## src/rtl/stream_run_scheduler.sv

```systemverilog
// Host-instruction scheduler: accumulates saturating input charges (SPK) and
// streams them to a network source as RUN frame bursts or a single CLR frame.
module stream_run_scheduler #(
  parameter int NUM_INP      = 1,
  parameter int CHARGE_WIDTH = 8,
  parameter int RUN_WIDTH    = 16
) (
  input  logic                              clk,
  input  logic                              arstn,
  input  logic                              instr_valid,
  output logic                              instr_ready,
  input  logic [1:0]                        instr_opc,
  input  logic [RUN_WIDTH-1:0]              instr_run,
  input  logic [NUM_INP*CHARGE_WIDTH-1:0]   instr_inp,
  output logic                              src_valid,
  input  logic                              src_ready,
  output logic [NUM_INP*CHARGE_WIDTH:0]     src,
  output logic                              busy,
  output logic                              run_done
);

  localparam int CW = CHARGE_WIDTH;
  localparam int DW = NUM_INP * CHARGE_WIDTH;

  typedef enum logic [1:0] {ST_IDLE, ST_RUN, ST_CLR} state_t;

  state_t                r_state, w_state_nxt;
  logic signed [CW-1:0]  r_pending [NUM_INP];
  logic signed [CW-1:0]  w_pending_sat [NUM_INP];
  logic signed [CW:0]    w_sum [NUM_INP];
  logic [RUN_WIDTH-1:0]  r_remaining;
  logic                  r_first;
  logic                  r_src_valid;
  logic                  r_run_done;

  logic w_accept, w_spk, w_run, w_run0, w_clr, w_fire, w_last, w_clr_done;

  assign w_accept   = instr_valid && (r_state == ST_IDLE);
  assign w_spk      = w_accept && (instr_opc == 2'd0);
  assign w_run      = w_accept && (instr_opc == 2'd1) && (instr_run != '0);
  assign w_run0     = w_accept && (instr_opc == 2'd1) && (instr_run == '0);
  assign w_clr      = w_accept && (instr_opc == 2'd2);
  assign w_fire     = r_src_valid && src_ready;
  assign w_last     = w_fire && (r_state == ST_RUN) && (r_remaining == RUN_WIDTH'(1));
  assign w_clr_done = w_fire && (r_state == ST_CLR);

  assign src_valid = r_src_valid;
  assign run_done  = r_run_done;

  // Sign-extend by one bit; overflow shows as disagreement of the top two bits.
  always_comb begin
    for (int unsigned i = 0; i < NUM_INP; i++) begin
      w_sum[i] = {r_pending[i][CW-1], r_pending[i]} +
                 {instr_inp[DW-1-i*CW], instr_inp[DW-1-i*CW -: CW]};
      if (w_sum[i][CW] != w_sum[i][CW-1])
        w_pending_sat[i] = w_sum[i][CW] ? {1'b1, {(CW-1){1'b0}}} : {1'b0, {(CW-1){1'b1}}};
      else
        w_pending_sat[i] = w_sum[i][CW-1:0];
    end
  end

  always_ff @(posedge clk or negedge arstn) begin
    if (!arstn) r_state <= ST_IDLE;
    else        r_state <= w_state_nxt;
  end

  always_comb begin
    w_state_nxt = r_state;
    case (r_state)
      ST_IDLE: begin
        if (w_run)      w_state_nxt = ST_RUN;
        else if (w_clr) w_state_nxt = ST_CLR;
      end
      ST_RUN:  if (w_last)     w_state_nxt = ST_IDLE;
      ST_CLR:  if (w_clr_done) w_state_nxt = ST_IDLE;
      default: w_state_nxt = ST_IDLE;
    endcase
  end

  always_comb begin
    instr_ready = (r_state == ST_IDLE);
    busy        = (r_state != ST_IDLE);
    src         = '0;
    if (r_state == ST_CLR) begin
      src[DW] = 1'b1;
    end else if (r_state == ST_RUN && r_first) begin
      for (int unsigned i = 0; i < NUM_INP; i++)
        src[DW-1-i*CW -: CW] = r_pending[i];
    end
  end

  always_ff @(posedge clk or negedge arstn) begin
    if (!arstn) begin
      r_src_valid <= 1'b0;
      r_run_done  <= 1'b0;
      r_remaining <= '0;
      r_first     <= 1'b0;
      for (int unsigned i = 0; i < NUM_INP; i++) r_pending[i] <= '0;
    end else begin
      r_run_done <= w_run0 || w_last || w_clr_done;

      if (w_run || w_clr)            r_src_valid <= 1'b1;
      else if (w_last || w_clr_done) r_src_valid <= 1'b0;

      if (w_run) begin
        r_remaining <= instr_run;
        r_first     <= 1'b1;
      end else if (w_fire && r_state == ST_RUN) begin
        r_remaining <= r_remaining - RUN_WIDTH'(1);
        r_first     <= 1'b0;
      end

      for (int unsigned i = 0; i < NUM_INP; i++) begin
        if (w_spk)
          r_pending[i] <= w_pending_sat[i];
        else if ((w_fire && r_state == ST_RUN && r_first) || w_clr_done)
          r_pending[i] <= '0;
      end
    end
  end

endmodule

```

## config.mk

```make
export PLATFORM = sky130hd
export DESIGN_NAME = stream_run_scheduler
export DESIGN_NICKNAME = d
export VERILOG_FILES = /design/src/rtl/stream_run_scheduler.sv
export SDC_FILE = /design/constraint.sdc
export NUM_CORES = 1
export LEC_CHECK = 0
export CORE_UTILIZATION = 35
export CTS_CLUSTER_SIZE = 40
export DETAILED_ROUTE_END_ITERATION = 16
export DONT_BUFFER_PORTS = 1
export SYNTH_ARGS = -nofsm -noshare
export SYNTH_HDL_FRONTEND = slang
export SYNTH_SLANG_ARGS = --single-unit
```

## constraint.sdc

```tcl
create_clock -name clk -period 2.77 [get_ports clk]
set_clock_uncertainty 0.2 [all_clocks]
set_input_delay 0.554 -clock clk [delete_from_list [all_inputs] [get_ports clk]]
set_output_delay 0.554 -clock clk [all_outputs]
set_load 0.005 [all_outputs]
```

---- Word-level counts from Yosys, hierarchy flattened ----
Cells that the tools add are included.
storage, ports and cells
  bits of input ports ..................... 30
  logic and storage cells ................. 61
  register bits after elaboration ......... 29
  output and inout bits ................... 13
cells by class
  equal/unequal tests ..................... 9
  reduce and logical (&&, ||, !) cells .... 26
  mux-type cells .......................... 18
  add/sub/neg operators ................... 2
operators with widths
  operator               count
  $mux 8                 6
  $mux 16                2
  $eq 16x1->1 const B    1
  $logic_not 16->1       1
  $reduce_bool 16->1     1
  $sub 16x1->16 const B  1
  $logic_and 1x1->1      12
  $add 8x8->9            1
  $mux 2                 4
  $reduce_bool 2->1      4
  $pmux 2 s3             1
  $logic_or 1x1->1       5
  $mux 1                 5
  $eq 2x1->1 const B     2
  $eq 2x2->1 const B     2
  $logic_not 2->1        2
  $ne 2x2->1 const B     2
  $ne 3x1->1 const B     1
  $reduce_and 3->1       1
  $ne 1x1->1             1

---- Logic depth before layout (Yosys ltp) ----
  depth after elaboration ................. 6
  mapped depth ............................ 7

---- Least setup slack after synthesis ----
No wires, ideal clock.
  path kind ............................... input -> register
  start point ............................. input instr_inp[0]
  end point ............................... register r_pending[0] in the netlist's numbering
  required time ........................... 2.444 ns
  buffers on the path ..................... 0
  slack ................................... 0.054 ns
  data arrival time ....................... 2.390 ns
  stages .................................. 7
  path through ............................ ha_1 > fa_1 > a21o_1 > a21oi_1 > o2111a_1 > and4bb_2 > a221o_1
between the ends
  longest elaborated chain between the ends .. 4
  elaborated cells between the ends (all ways) .. 5
RTL lines
  what                                  RTL line  source
  from (decl)                           14        input logic [NUM_INP*CHARGE_WIDTH-1:0] instr_inp,
  $add 8x8->9 *                         53        w_sum[i] = {r_pending[i][CW-1], r_pending[i]} +
  $mux 8 or $ne 1x1->1 (tied branches)  56, 55
  $mux 8 *                              55        if (w_sum[i][CW] != w_sum[i][CW-1])
  $mux 8 *                              114       if (w_spk)
  to (signal, indexed assignment)       115       r_pending[i] <= w_pending_sat[i];
  to (decl)                             28        logic signed [CW-1:0] r_pending [NUM_INP];
Mark *: on every way between the ends. The rest lies on a longest branch, timed or not.
A chain may end at the register's enable or synchronous reset.

---- Worst setup path in the final report ----
  start point ............................. register r_pending[0] in the netlist's numbering
  end point ............................... register r_pending[0] in the netlist's numbering
between the ends
  longest elaborated chain between the ends .. 4
  elaborated cells between the ends (all ways) .. 5
RTL lines
  what                                  RTL line
  $add 8x8->9 *                         53
  $mux 8 or $ne 1x1->1 (tied branches)  56, 55
  $mux 8 *                              55
  $mux 8 *                              114
Marks and branches as above.

==> results.ini <==
[logic_synthesis]
yosysWarnings = 0
ys_types = 44
synth_fp_nets = 269
synth_seq_cells = 29
ys_seq_area_share_pct = 36.1
async_flop_share_pct = 100
avgSynthCellArea_um2 = 8.82
syn_inst = 228
syn_area_mm2 = 0.00201
synth-main-ff-cell = dfrtp_1
synth_edf_count = 0

[global_route]
antenna_found_initial = 0
track_usage_pct = 17.3
grt_max_degree = 30
grt_pass1_vias = 1706
grt_overflow_total = 0
grt_first_pass_wirelength_mm = 8.09

[routing]
postRouteAntennaNets = 0
drtPass1Iterations = 4
wl_per_cell_um = 15.7
num_vias = 1721
drc_errors = 0
wl_mm = 4.85
vias_per_cell = 5.59
first_iter_violations = 124

[finish]
stdcell_area_mm2 = 0.00222
diodes = 0
drive_gt1_share_pct = 8.90
mostFrequentLayoutCells = nand2_1, dfrtp_1, nor2_1
area_growth_pct = 10.6
fin_nets = 276
layout_commonest_cell = nand2_1

[timing]
relSlewSlack_pct = 56.2
setup_viol = 0
finalCritPeriodShare_pct = 90.2
layout_setup_ws_ns = 0.272
rsz0062_at_grt = false
worstMarginPinSlew_ns = 0.648
hold_viol = 0
max_freq_mhz = 400
min_period_ns = 2.50
tns_ns = 0
drv_slew = 0

[floorplanning]
io_pins = 43
fp.dieH_um = 77.8
rows = 27
start_util_pct = 36.5
die_w_um = 77.8
die_area_mm2 = 0.00605
core-area_mm2 = 0.00551

[worst_setup_path]
critical_path_class = flip-flop to flip-flop
cp_top_family = compound AO/OA/AOI/OAI gates
cp-start-kind = flip-flop
critPathMaxFanout = 5
slowest_stage = fa_1
path_cells = ha_1, fa_1, a21o_1, a21oi_1, o2111a_1, and4bb_2, a221o_1
worstPathRequired_ns = 2.74
rrSetupSlack_ns = 0.27
crit_buf_inv = 0
critPathMaxStageDelay_ns = 0.41
cp-end-kind = flip-flop
cp.arrival_ns = 2.46

[clocking]
cts_resized = 0
htreeDepth = 2
worstSkewPairLatency_ns = 0.28
root_buffer = clkbuf_8
cts_tree = built
cts_max_path_buffers = 2
numClockSinks = 29
cts_inserted_buffers = 5
clk_pin_slew_worst_paths_ns = 0.06

[placed_design]
pre_cts_slack_ns = 0.0962
place.gp.congestion = 0.854
place_area_mm2 = 0.00211
io_buffers = 0
hpwl_mm = 3.76

[power]
ir_drop_v = 0.000401
p_leak_nw = 0.904
pwr_density_cell_mw_per_mm2 = 1010

[hold_path]
hp-class = primary input to flip-flop

[flow_run]
maxCapViolations = 0

[status]
status = finished, final reports clean

## cell usage after synthesis, types with 2 or more instances
cell type  number  area (um2)
and4b_1         2        20.0
a221o_1         7        70.1
a211oi_1        2        15.0
or3_1           6        37.5
xor2_1          2        17.5
or2_1           2        12.5
clkbuf_1        8        30.0
a21oi_1         9        45.0
and3_1          8        50.1
o21a_1          3        22.5
nor2_1         15        56.3
a21o_1          2        15.0
o311ai_0        2        17.5
nor4b_1         2        17.5
nand2b_1        2        12.5
nor3_1          8        40.0
o21ai_0        13        65.1
nand2_1        30         113
o211ai_1       10        75.1
inv_1           3        11.3
or4_1           3        22.5
ha_1           10         125
dfrtp_1        29         726
nor4_1          5        31.3
or4_4           3        33.8
o31ai_1         2        15.0
nor2b_1         6        37.5
xnor2_1        10        87.6
nand3_1         9        45.0
## cells by family (layout without fill, tap and decap cells)
group           count (synthesis)  after routing  share of synthesized area (%)
flops                          29             29                           36.1
fa+ha+maj                      11             11                           7.22
xor+xnor                       12             12                           5.23
simple gates                  105            105                           28.2
buf+inv                        12             20                           2.61
compound gates                 59             59                           20.7
## sequential cells by signal, indices dropped and copies added, names as in the netlist
register,cells
r_first,1
r_pending,8
r_remaining,16
r_state,2
run_done,1
src_valid,1
## worst reg2reg max path, cell delays in order (launching register included)
cell      delay [ns]
dfrtp_1         0.40
ha_1            0.22
fa_1            0.41
a21o_1          0.18
a21oi_1         0.17
o2111a_1        0.27
and4bb_2        0.27
a221o_1         0.26
## through the flow
step	util (%)	power (mW)	hold WS, ns	instances
floorplan	-	1.61	0.0584	228
global placement	38.4	1.88	0.0590	298
detailed placement	38.4	1.90	0.0592	298
CTS	40.4	2.26	0.183	308
global route	40.4	2.45	0.187	308
finish	40.4	2.24	0.190	308
## metal layers
layer / vias to the layer above / share of wire [%] / track usage (%)
li1: 876 / - / -
met1: 804 / 45 / 20.8
met2: 35 / 48 / 29.0
met3: 6 / 6.1 / 5.88
met4: 0 / 1.3 / 5.09
met5: - / 0 / 0
## area by class of cell
type                    count  area (um2)
clock buffers               6        72.6
well taps                  72        90.1
multi-input cells         187        1230
flip-flops and latches     29         726
inverters                   3        11.3
fillers                   566        3280
clock inverters             2        10.0
repair buffers              9        82.6
## timing repair
item                      4_1_cts  5_1_grt
hold buffers                    2        0
hold endpoints to repair       29        0
buffers inserted                0        0
## where the power goes
| part | internal, mW | switching [mW] |
|---|---|---|
| sequential | 0.610 | 0.192 |
| combinational | 0.516 | 0.590 |
| clock | 0.174 | 0.160 |
| total | 1.30 | 0.942 |
## path summary, 6_finish.rpt
check,start,endpoint,cells after the start
setup / recovery,r_pending[0]$_DFFE_PN0P_,r_pending[0]$_DFFE_PN0P_,7
setup reg to reg,r_pending[0]$_DFFE_PN0P_,r_pending[0]$_DFFE_PN0P_,7
min in group asynchronous,arstn,r_remaining[12]$_DFFE_PN0P_,2
max in group asynchronous,arstn,r_state[1]$_DFFE_PN0P_,2
hold reg to reg,r_pending[7]$_DFFE_PN0P_,r_pending[7]$_DFFE_PN0P_,2
hold / removal,instr_run[6],r_remaining[6]$_DFFE_PN0P_,2
(Power assumes the default switching activity.)
